<file path="src/rtl/booth_radix4_seq_mult_if.sv">
// Handshake/bus bundle for booth_radix4_seq_mult.
// BOOTH_SIGNED_EN adds the is_signed request field.
interface booth_radix4_seq_mult_if #(
    parameter int unsigned W = 8
);
    logic           start;
    logic [W-1:0]   in_a;
    logic [W-1:0]   in_b;
`ifdef BOOTH_SIGNED_EN
    logic           is_signed;
`endif
    logic           busy;
    logic [2*W-1:0] out;
    logic           out_valid;

`ifdef BOOTH_SIGNED_EN
    modport master (output start, in_a, in_b, is_signed, input busy, out, out_valid);
    modport slave  (input start, in_a, in_b, is_signed, output busy, out, out_valid);
`else
    modport master (output start, in_a, in_b, input busy, out, out_valid);
    modport slave  (input start, in_a, in_b, output busy, out, out_valid);
`endif
endinterface

</file>
<file path="src/rtl/booth_radix4_seq_mult.sv">
// Sequential radix-4 Booth multiplier: one digit per clock, W/2+1 digits.
// Optional feature macro: BOOTH_SIGNED_EN (adds two's-complement mode via is_signed).
module booth_radix4_seq_mult #(
    parameter int unsigned W = 8
) (
    input  logic clk,
    input  logic rst,
    booth_radix4_seq_mult_if.slave bus
);
    localparam int unsigned XW = W + 2;          // extended operand width
    localparam int unsigned PW = W + 3;          // partial-sum field width
    localparam int unsigned N  = W / 2 + 1;      // digits per product
    localparam int unsigned CW = $clog2(N + 1);

    typedef enum logic {IDLE, CALC} state_t;

    state_t          state_q, state_d;
    logic            busy_q, busy_d;
    logic            out_valid_q, out_valid_d;
    logic [2*W-1:0]  out_q, out_d;
    logic [XW-1:0]   a_q, a_d;
    logic [XW-1:0]   mul_q, mul_d;
    logic            bm1_q, bm1_d;
    logic [PW-1:0]   acc_q, acc_d;
    logic [CW-1:0]   cnt_q, cnt_d;

    logic            sx_a, sx_b;
    logic [PW-1:0]   a1, a2, addend, sum, sum_sh;

    // Operand extension bits: sign copy in signed mode, zero otherwise.
    always_comb begin
`ifdef BOOTH_SIGNED_EN
        sx_a = bus.is_signed & bus.in_a[W-1];
        sx_b = bus.is_signed & bus.in_b[W-1];
`else
        sx_a = 1'b0;
        sx_b = 1'b0;
`endif
    end

    // Booth digit recode, partial-sum add and the next-state/output logic.
    always_comb begin
        state_d     = state_q;
        busy_d      = busy_q;
        out_valid_d = 1'b0;
        out_d       = out_q;
        a_d         = a_q;
        mul_d       = mul_q;
        bm1_d       = bm1_q;
        acc_d       = acc_q;
        cnt_d       = cnt_q;

        a1 = {a_q[XW-1], a_q};
        a2 = {a_q, 1'b0};
        case ({mul_q[1:0], bm1_q})
            3'b001, 3'b010: addend = a1;
            3'b011:         addend = a2;
            3'b100:         addend = -a2;
            3'b101, 3'b110: addend = -a1;
            default:        addend = '0;
        endcase
        sum    = acc_q + addend;
        sum_sh = {{2{sum[PW-1]}}, sum[PW-1:2]};

        case (state_q)
            IDLE: begin
                if (bus.start) begin
                    state_d = CALC;
                    busy_d  = 1'b1;
                    a_d     = {{2{sx_a}}, bus.in_a};
                    mul_d   = {{2{sx_b}}, bus.in_b};
                    bm1_d   = 1'b0;
                    acc_d   = '0;
                    cnt_d   = '0;
                end
            end
            CALC: begin
                acc_d = sum_sh;
                mul_d = {sum[1:0], mul_q[XW-1:2]};
                bm1_d = mul_q[1];
                cnt_d = cnt_q + CW'(1);
                if (cnt_q == CW'(N - 1)) begin
                    state_d     = IDLE;
                    busy_d      = 1'b0;
                    out_valid_d = 1'b1;
                    out_d       = (2*W)'({sum_sh, sum[1:0], mul_q[XW-1:2]});
                end
            end
            default: state_d = IDLE;
        endcase
    end

    // State and datapath registers; reset aborts any operation in flight.
    always_ff @(posedge clk or posedge rst) begin
        if (rst) begin
            state_q     <= IDLE;
            busy_q      <= 1'b0;
            out_valid_q <= 1'b0;
            out_q       <= '0;
            a_q         <= '0;
            mul_q       <= '0;
            bm1_q       <= 1'b0;
            acc_q       <= '0;
            cnt_q       <= '0;
        end else begin
            state_q     <= state_d;
            busy_q      <= busy_d;
            out_valid_q <= out_valid_d;
            out_q       <= out_d;
            a_q         <= a_d;
            mul_q       <= mul_d;
            bm1_q       <= bm1_d;
            acc_q       <= acc_d;
            cnt_q       <= cnt_d;
        end
    end

    assign bus.busy      = busy_q;
    assign bus.out       = out_q;
    assign bus.out_valid = out_valid_q;
endmodule

</file>
<file path="src/flat_wrapper.sv">
// flat-port wrapper written by rule: the top's interface ports become plain ports
module booth_radix4_seq_mult_flat 
#(
    parameter int unsigned W = 8
)
  (clk, rst, bus_start, bus_in_a, bus_in_b, bus_busy, bus_out, bus_out_valid);
  booth_radix4_seq_mult_if #(.W(W)) bus_i ();
  input  logic clk;
  input  logic rst;
  input wire logic [$bits(bus_i.start)-1:0] bus_start;
  input wire logic [$bits(bus_i.in_a)-1:0] bus_in_a;
  input wire logic [$bits(bus_i.in_b)-1:0] bus_in_b;
  output wire logic [$bits(bus_i.busy)-1:0] bus_busy;
  output wire logic [$bits(bus_i.out)-1:0] bus_out;
  output wire logic [$bits(bus_i.out_valid)-1:0] bus_out_valid;
  assign bus_i.start = bus_start;
  assign bus_i.in_a = bus_in_a;
  assign bus_i.in_b = bus_in_b;
  assign bus_busy = bus_i.busy;
  assign bus_out = bus_i.out;
  assign bus_out_valid = bus_i.out_valid;
  booth_radix4_seq_mult #(.W(W)) u_core (.clk(clk), .rst(rst), .bus(bus_i));
endmodule
</file>
<file path="config.mk">
export PLATFORM = sky130hd
export DESIGN_NAME = booth_radix4_seq_mult_flat
export DESIGN_NICKNAME = d
export VERILOG_FILES = /design/src/rtl/booth_radix4_seq_mult_if.sv /design/src/rtl/booth_radix4_seq_mult.sv /design/src/flat_wrapper.sv
export SDC_FILE = /design/constraint.sdc
export NUM_CORES = 1
export LEC_CHECK = 0
export BUFFER_PORTS_ARGS = -buffer_cell sky130_fd_sc_hd__buf_2
export CAP_MARGIN = 20
export CORE_MARGIN = 8
export CORE_UTILIZATION = 53
export DETAILED_ROUTE_END_ITERATION = 8
export GPL_ROUTABILITY_DRIVEN = 0
export PLACE_DENSITY_LB_ADDON = 0.2
export SETUP_SLACK_MARGIN = 0.05
export SYNTH_ARGS = -nofsm -noshare
export SYNTH_HDL_FRONTEND = slang
export SYNTH_SLANG_ARGS = --single-unit
</file>
<file path="constraint.sdc">
create_clock -name clk -period 3.2 [get_ports clk]
set_clock_uncertainty 0.05 [all_clocks]
set_input_delay 0.16 -clock clk [delete_from_list [all_inputs] [get_ports clk]]
set_output_delay 0.16 -clock clk [all_outputs]
set_load 0.01 [all_outputs]
</file>
=== After elaboration in Yosys (flattened, before gate mapping) ===
Cells that the tools add are included.

* Flip-flop bits (word level): 52
* Bits of input ports: 19
* Output and inout port bits: 18

* Add/subtract/negate cells: 4
* Eq/ne operators: 9
* Mux-type cells: 17
* Bitwise operators: 1
* Reduce and logical (&&, ||, !) cells: 5

{| class="wikitable"
|+ Operator list
! operator !! number
|-
| 11-bit one-hot mux with 4 select lines || 1
|-
| 11-bit one-hot mux with 2 select lines || 1
|-
| 10-bit one-hot mux with 2 select lines || 1
|-
| 3-bit equality test, second input constant || 4
|-
| 11-bit adder || 1
|-
| 11-bit 2-to-1 mux || 1
|-
| 8-bit negator with 11-bit output || 1
|-
| 9-bit negator with 11-bit output || 1
|-
| 10-bit 2-to-1 mux || 1
|-
| 1-bit 2-to-1 mux || 7
|-
| 3-bit by 2-bit equality test with 1-bit output, second input constant || 2
|-
| 1-bit one-hot mux with 2 select lines || 3
|-
| 3-bit one-hot mux with 2 select lines || 1
|-
| 2-bit AND reduction || 3
|-
| 2-bit != test, second input constant || 2
|-
| 2-bit OR reduction || 2
|-
| 3-bit by 1-bit adder with 3-bit output, second input constant || 1
|-
| 3-bit by 1-bit equality test with 1-bit output, second input constant || 1
|-
| 3-bit 2-to-1 mux || 1
|-
| 1-bit NOT || 1
|}

=== Logic depth before layout (Yosys ltp) ===
Gate-level depths: netlist of run 1.

* Depth after elaboration: 5
* Mapped depth: 13
* Gate-level depth less buffers: 13

=== Worst setup path before layout of run 1 ===
Ideal clock, no wire load.

* Kind: register to register
* Start: register u_core.a_q[0]
* End: register u_core.acc_q[7]
* Data arrival time: 2.887 ns
* Data required time: 3.055 ns
* Setup slack: 0.167 ns
* Cell stages (with the launch flop): 14
* Path buffers: 0
* Period minus slack after synthesis: 3.033 ns
* Path through: dfrtp_1 -> inv_1 -> ha_1 -> or3b_4 -> o31ai_4 -> xnor2_1 -> a21oi_1 -> o211ai_1 -> ha_1 -> a21oi_1 -> nand2_1 -> o31a_1 -> o21a_1 -> o31ai_1

* Word-level cells in the longest chain between the ends: 4

{| class="wikitable"
|+ RTL lines
! what !! RTL line !! source
|-
| start: declaration || booth_radix4_seq_mult.sv:21 || <nowiki>logic [XW-1:0] a_q, a_d;</nowiki>
|-
| start signal: assignment || booth_radix4_seq_mult.sv:100 || <nowiki>a_q <= '0;</nowiki>
|-
| start signal: assignment || booth_radix4_seq_mult.sv:110 || <nowiki>a_q <= a_d;</nowiki>
|-
| 9-bit negator with 11-bit output or 8-bit negator with 11-bit output (tied branches) || booth_radix4_seq_mult.sv:58, booth_radix4_seq_mult.sv:59 ||
|-
| 11-bit one-hot mux with 4 select lines * || booth_radix4_seq_mult.sv:55 || <nowiki>case ({mul_q[1:0], bm1_q})</nowiki>
|-
| 11-bit adder * || booth_radix4_seq_mult.sv:62 || <nowiki>sum = acc_q + addend;</nowiki>
|-
| 11-bit one-hot mux with 2 select lines * || booth_radix4_seq_mult.sv:65 || <nowiki>case (state_q)</nowiki>
|-
| end signal: assignment || booth_radix4_seq_mult.sv:103 || <nowiki>acc_q <= '0;</nowiki>
|-
| end signal: assignment || booth_radix4_seq_mult.sv:113 || <nowiki>acc_q <= acc_d;</nowiki>
|-
| end: declaration || booth_radix4_seq_mult.sv:24 || <nowiki>logic [PW-1:0] acc_q, acc_d;</nowiki>
|}

Every way passes the cells marked *; elsewhere a longest branch is shown, timed or not.
A chain may end at the register's enable or synchronous reset.

=== Worst setup path after layout of run 1 ===
Same ends and word-level chain as after synthesis.

==> results of run 1 <==
==> logic make-up after synthesis <==
group,after synthesis,synth area share [%]
fa+ha+maj,15,6.45
compound gates,76,17.1
simple gates,140,21.8
flops,50,41.3
xor+xnor,14,4.05
buf+inv,28,3.72
mux,16,5.54
==> sequential cells by signal, indices dropped and copies added, names as in the netlist <==
register,count
u_core.bus.out,16
u_core.mul_q,10
u_core.acc_q,9
u_core.a_q,8
u_core.cnt_q,3
u_core.bm1_q,1
u_core.bus.busy,1
u_core.bus.out_valid,1
u_core.state_q,1
==> synthesized netlist by cell type, drive strengths merged, types with 3 or more instances <==
| master | n |
|---|---|
| nand2 | 76 |
| dfrtp | 50 |
| o21ai | 31 |
| nor2 | 17 |
| ha | 14 |
| nor3 | 13 |
| inv | 12 |
| xnor2 | 12 |
| a21oi | 11 |
| clkbuf | 10 |
| mux2i | 10 |
| nand3 | 7 |
| buf | 6 |
| mux2 | 6 |
| nor2b | 5 |
| o31ai | 5 |
| a21o | 4 |
| or3 | 4 |
| and2 | 3 |
| and4 | 3 |
| nand2b | 3 |
| o211ai | 3 |
==> what timing repair did <==
action                                  in CTS  in global routing
gates resized for setup                      0                 10
endpoints found under the setup margin       0                  8
endpoints found under the hold margin        0                 13
setup buffers                                0                  5
hold buffers                                 0                  1
==> worst reg2reg max path, stage by stage, from the launching register on <==
cell and delay [ns]:
dfrtp_1 0.40, inv_2 0.10, ha_4 0.15, or3b_4 0.43
nor3_4 0.20, xnor2_1 0.08, a32oi_1 0.15, o21ai_1 0.09
ha_1 0.33, buf_6 0.13, o211a_1 0.10, o31a_1 0.26
o31a_1 0.13, o21a_1 0.17, o31ai_1 0.21
==> path summary, 6_finish.rpt <==
| check | from | depth (start not counted) | end |
|---|---|---|---|
| worst max-delay path | u_core.a_q[0]$_DFFE_PP0P_ | 14 | u_core.acc_q[7]$_DFFE_PP0P_ |
| worst min-delay path | bus_in_a[2] | 3 | u_core.a_q[2]$_DFFE_PP0P_ |
| worst max register to register | u_core.a_q[0]$_DFFE_PP0P_ | 14 | u_core.acc_q[7]$_DFFE_PP0P_ |
| worst min register to register | u_core.bus.out[0]$_DFFE_PP0P_ | 2 | u_core.bus.out[0]$_DFFE_PP0P_ |
| max in group asynchronous | rst | 4 | u_core.bus.out[13]$_DFFE_PP0P_ |
| min in group asynchronous | rst | 3 | u_core.bus.out[1]$_DFFE_PP0P_ |
==> stage by stage <==
| stage | total power, mW | worst slack [ns] | utilization [%] | setup TNS (ns) |
|---|---|---|---|---|
| finish | 4.69 | 0.134 | 65.1 | 0 |
| global route | 5.09 | -0.0272 | 65.1 | -0.0272 |
| detailed placement | 4.09 | 0.135 | 61.4 | 0 |
| CTS | 4.52 | 0.101 | 63.1 | 0 |
| global placement | 4.02 | 0.190 | 61.4 | 0 |
| floorplan | 3.27 | 0.167 | - | 0 |
==> layout by cell type (no fill, tap or decap), types with 11 or more instances in the layout <==
cell type	n
a21oi_1	11
buf_2	36
buf_4	24
dfrtp_1	50
ha_1	13
nand2_1	76
nor2_1	17
o21ai_0	28
xnor2_1	12
==> layout make-up <==
| type | instances | share of cell area, % |
|---|---|---|
| clock buffers | 5 | 1.92 |
| clock inverters | 3 | 0.768 |
| inverters | 12 | 1.26 |
| multi-input cells | 261 | 47.4 |
| flip-flops and latches | 50 | 34.9 |
| well taps | 72 | 2.51 |
| repair buffers | 63 | 11.2 |
==> power breakdown <==
group	internal, mW	switching [mW]
clock	0.162	0.233
sequential	0.960	0.274
combinational	1.42	1.64
==> layer usage <==
metal	vias to the layer above	track usage [%]
li1	1299	-
met4	0	5.59
met1	1242	22.8
met5	-	0
met3	12	3.21
met2	103	27.3
==> summary.txt, run 1 <==
I/O pins -> 37
Vert. Die Dim -> 91.6 um
Final Hold Fails -> 0
worst-path fanout max -> 5
Yosys top cell area share -> 41.3%
register-to-register setup slack -> 0.13 ns
status -> completed
RSZ-0062 raised after global routing -> yes
DRT Pass-1 Iters -> 4
vias in the first global route -> 2512
fin crit share -> 95.8%
Hold Path Class -> primary input to flop
Startpoint Class -> flop
Routed met2 length -> 3.46 mm
Worst Path Required -> 3.37 ns
# nets final -> 427
EDFF count, synth -> 0
worst path bufs/invs -> 2
Starting Density -> 55.0%
clock root buffer -> clkbuf_8
Die Width -> 91.6 um
Crit-path slowest cell -> or3b_4
Final Max Tran Viols -> 0
Filler cells -> 452
Ant. Diodes -> 0
cell leakage power -> 1.73 nW
Worst Tran Pin Value -> 0.830 ns
max cap viols -> 0
routed wl met3 -> 403 um
Post-Route WL -> 7.34 mm
IO buf count -> 36
Syn Nets -> 373
CTS sink cnt -> 50
synthesized area -> 3030 sq um
CP arrival -> 3.24 ns
gr usage total -> 17.1%
register area share after synthesis -> 41.3%
via/cell ratio -> 5.70
Final Instance Area -> 3580 sq um
Yosys reg bits -> 50
critical path class -> flop to flop
highest metal used -> met4
Synth area leaders -> dfrtp_1 (41%), nand2_1 (9.4%), ha_1 (5.8%)
Initial DRC Count -> 259
DRC -> 0
Reg area -> 1250 sq um
core area -> 5510 sq um
Final Setup Violations -> 0
area growth from synthesis to layout -> 18.4%
Post-DRT Antenna Nets -> 0
Power Density -> 1310 nW/um^2
peak supply drop -> 780 uV
mean post-synth cell area -> 8.93 sq um
M1 WL -> 3.33 mm
cells after synthesis -> 339
min Tclk post-route -> 3.07 ns
clk slew on worst S/H paths -> 0.10 ns
CTS max path bufs -> 2
GRT overflow -> 0
layout cell share with drive strength beyond 1 -> 23.9%
prevailing post-synth register cell -> dfrtp_1
detailed placement HPWL -> 5.16 mm
area leader, netlist -> dfrtp_1
first-pass GRT wire length -> 12.0 mm
Synth Warn # -> 0
FP Rows -> 27
CTS tree -> yes
CP top delay family -> compound AO/OA/AOI/OAI gates
wire per inst -> 15.7 um
Distinct cells, synth -> 55
Max-slew headroom -> 44.6%
FFs w/ async S/R, synth -> 100%
Num CTS Buffers -> 5
CP peak stage delay -> 0.43 ns
multi-input logic area -> 1700 sq um
H-tree level count -> 2
initial antenna violation count -> 0
hold_ws -> 0.00687 ns
die area -> 8390 sq um
Vias -> 2656
clk_lat worst skew -> 0.30 ns
placed inst area -> 3380 sq um
CP cell instances -> inv_2 -> ha_4 -> or3b_4 -> nor3_4 -> xnor2_1 -> a32oi_1 -> o21ai_1 -> ha_1 -> buf_6 -> o211a_1 -> o31a_1 -> o31a_1 -> o21a_1 -> o31ai_1
Max Clock Freq -> 326 MHz
most used cell, CP -> o31a_1
largest net degree at the start of global routing -> 51
critical path capture point type -> flop
final non-filler cell total -> 466
placed cells -> 451
Note: power is estimated with default switching activity, not from simulation.
==> run 2, diff against run 1 <==
--- a/config.mk
+++ b/config.mk
@@ -7,7 +7,7 @@
 export LEC_CHECK = 0
 export BUFFER_PORTS_ARGS = -buffer_cell sky130_fd_sc_hd__buf_2
 export CAP_MARGIN = 20
-export CORE_MARGIN = 8
+export CORE_MARGIN = 3
 export CORE_UTILIZATION = 53
 export DETAILED_ROUTE_END_ITERATION = 8
 export GPL_ROUTABILITY_DRIVEN = 0
==> run 2 against run 1 <==
  * Global-route usage is 5.7 points higher
  * Highest routed layer unchanged
  * Core utilization is 3.0 points higher
  * First-iteration DRC count shrank 34%
  * Worst hold slack got worse by 0.0031 ns
  * Die area decreased by 21%
  * Design area grew 0.70%
  * Sequential power is essentially flat
  * Maximum frequency fell by 2.6%
==> summary.txt, run 2 (synthesis gave the netlist of run 1 again) <==
# nets final -> 423
most used cell, CP -> o31a_1
Place WS -> 0.0491 ns
Vert. Die Dim -> 81.6 um
clk_lat worst skew -> 0.30 ns
detailed placement HPWL -> 4.97 mm
Worst Tran Pin Value -> 0.654 ns
CP arrival -> 3.31 ns
GRT overflow -> 0
fin worst setup slack -> 0.0518 ns
Max-slew headroom -> 56.4%
largest net degree at the start of global routing -> 51
RSZ-0062 raised after global routing -> yes
Initial DRC Count -> 170
max FFs per register -> 16
area growth from synthesis to layout -> 19.2%
most frequent cells in the layout -> nand2_1 (75), dfrtp_1 (50), buf_2 (36)
commonest non-fill, non-tap cell in the layout -> nand2_1
CP peak stage delay -> 0.43 ns
clock root buffer -> clkbuf_8
CP cell instances -> inv_2 -> ha_4 -> or3b_4 -> nor3_4 -> xnor2_1 -> a32oi_1 -> o21ai_1 -> ha_1 -> buf_4 -> o211a_1 -> o31a_1 -> o31a_1 -> o21a_1 -> o31ai_2
Startpoint Class -> flop
DRT Pass-1 Iters -> 4
worst-path fanout max -> 5
wire per inst -> 15.9 um
CTS sink cnt -> 50
Die Width -> 81.6 um
Num CTS Buffers -> 5
Post-Route WL -> 7.32 mm
M1 WL -> 3.28 mm
H-tree level count -> 2
min Tclk post-route -> 3.15 ns
Routed met2 length -> 3.57 mm
max cap viols -> 0
Worst Path Required -> 3.36 ns
layout cell share with drive strength beyond 1 -> 24.9%
status -> completed
core area -> 5300 sq um
Post-DRT Antenna Nets -> 0
initial antenna violation count -> 0
fin crit share -> 98.4%
Hold Path Class -> primary input to flop
CTS tree -> yes
vias in the first global route -> 2453
utilization after layout -> 68.1%
Final Max Tran Viols -> 0
die area -> 6650 sq um
via/cell ratio -> 5.75
CTS max path bufs -> 2
highest metal used -> met4
gr usage total -> 22.8%
Starting Density -> 57.1%
first-pass GRT wire length -> 11.8 mm
FP Rows -> 26
cell leakage power -> 1.73 nW
clk slew on worst S/H paths -> 0.10 ns
DRC -> 0
Vias -> 2646
I/O pins -> 37
routed wl met3 -> 399 um
Final Hold Fails -> 0
Power Density -> 1350 nW/um^2
IO buf count -> 36
peak supply drop -> 856 uV
Ant. Diodes -> 0
Crit-path slowest cell -> or3b_4
critical path capture point type -> flop
Final Setup Violations -> 0
Max Clock Freq -> 318 MHz
critical path class -> flop to flop
==> run 2: final timing paths <==
path	slack, ns	to	from	cells after the start
setup / recovery	0.05	u_core.acc_q[7]$_DFFE_PP0P_	u_core.a_q[0]$_DFFE_PP0P_	14
hold / removal	0.004	u_core.a_q[3]$_DFFE_PP0P_	bus_in_a[3]	3
setup reg to reg	0.05	u_core.acc_q[7]$_DFFE_PP0P_	u_core.a_q[0]$_DFFE_PP0P_	14
hold reg to reg	0.43	u_core.bus.out[1]$_DFFE_PP0P_	u_core.bus.out[1]$_DFFE_PP0P_	2
max in group asynchronous	2.38	u_core.acc_q[2]$_DFFE_PP0P_	rst	4
min in group asynchronous	0.25	u_core.bus.out[0]$_DFFE_PP0P_	rst	3
==> run 2: critical path, delay by kind of cell, from the launching register on <==
kind	cells	cell delay, ns
xor+xnor	1	0.08
flops	1	0.42
buf+inv	2	0.25
fa+ha+maj	2	0.47
simple gates	2	0.57
compound gates	7	1.20
==> run 2: metrics by stage <==
step	cells	power (mW)	TNS, ns	hold slack (ns)	area, sq um
floorplan	339	3.27	0	0.227	3030
detailed placement	444	4.06	0	0.319	3340
finish	460	4.87	0	0.00376	3610
global route	460	5.27	-0.137	0.00239	3610
global placement	444	3.98	0	0.312	3340
CTS	454	4.58	0	0.000713	3470
==> run 2: timing repair <==
item                                   4_1_cts  5_1_grt
gates resized for setup                      2       17
endpoints found under the hold margin        0        8
pin swaps                                    0       14
setup endpoints to repair                    3        8
buffers inserted                             2        4
hold buffers                                 0        1
==> run 2: layout make-up <==
class | instances | area, sq um
Multi-Input combinational cell | 261 | 1750
Fill cell | 434 | 1690
Sequential cell | 50 | 1250
Timing Repair Buffer | 59 | 368
Tap cell | 70 | 87.6
Clock buffer | 6 | 72.6
Inverter | 12 | 45.0
Clock inverter | 2 | 37.5
==> run 2: where the power goes <==
part	total, mW	leakage, nW	switching [mW]	internal [mW]
sequential	1.26	0.615	0.305	0.959
combinational	3.16	1.06	1.70	1.46
clock	0.452	0.0514	0.218	0.234
==> run 2: per-layer routing <==
layer / up-vias / track usage (%)
li1: 1286 / -
met3: 8 / 3.73
met1: 1275 / 32.2
met5: - / 0
met2: 77 / 36.7
met4: 0 / 5.98
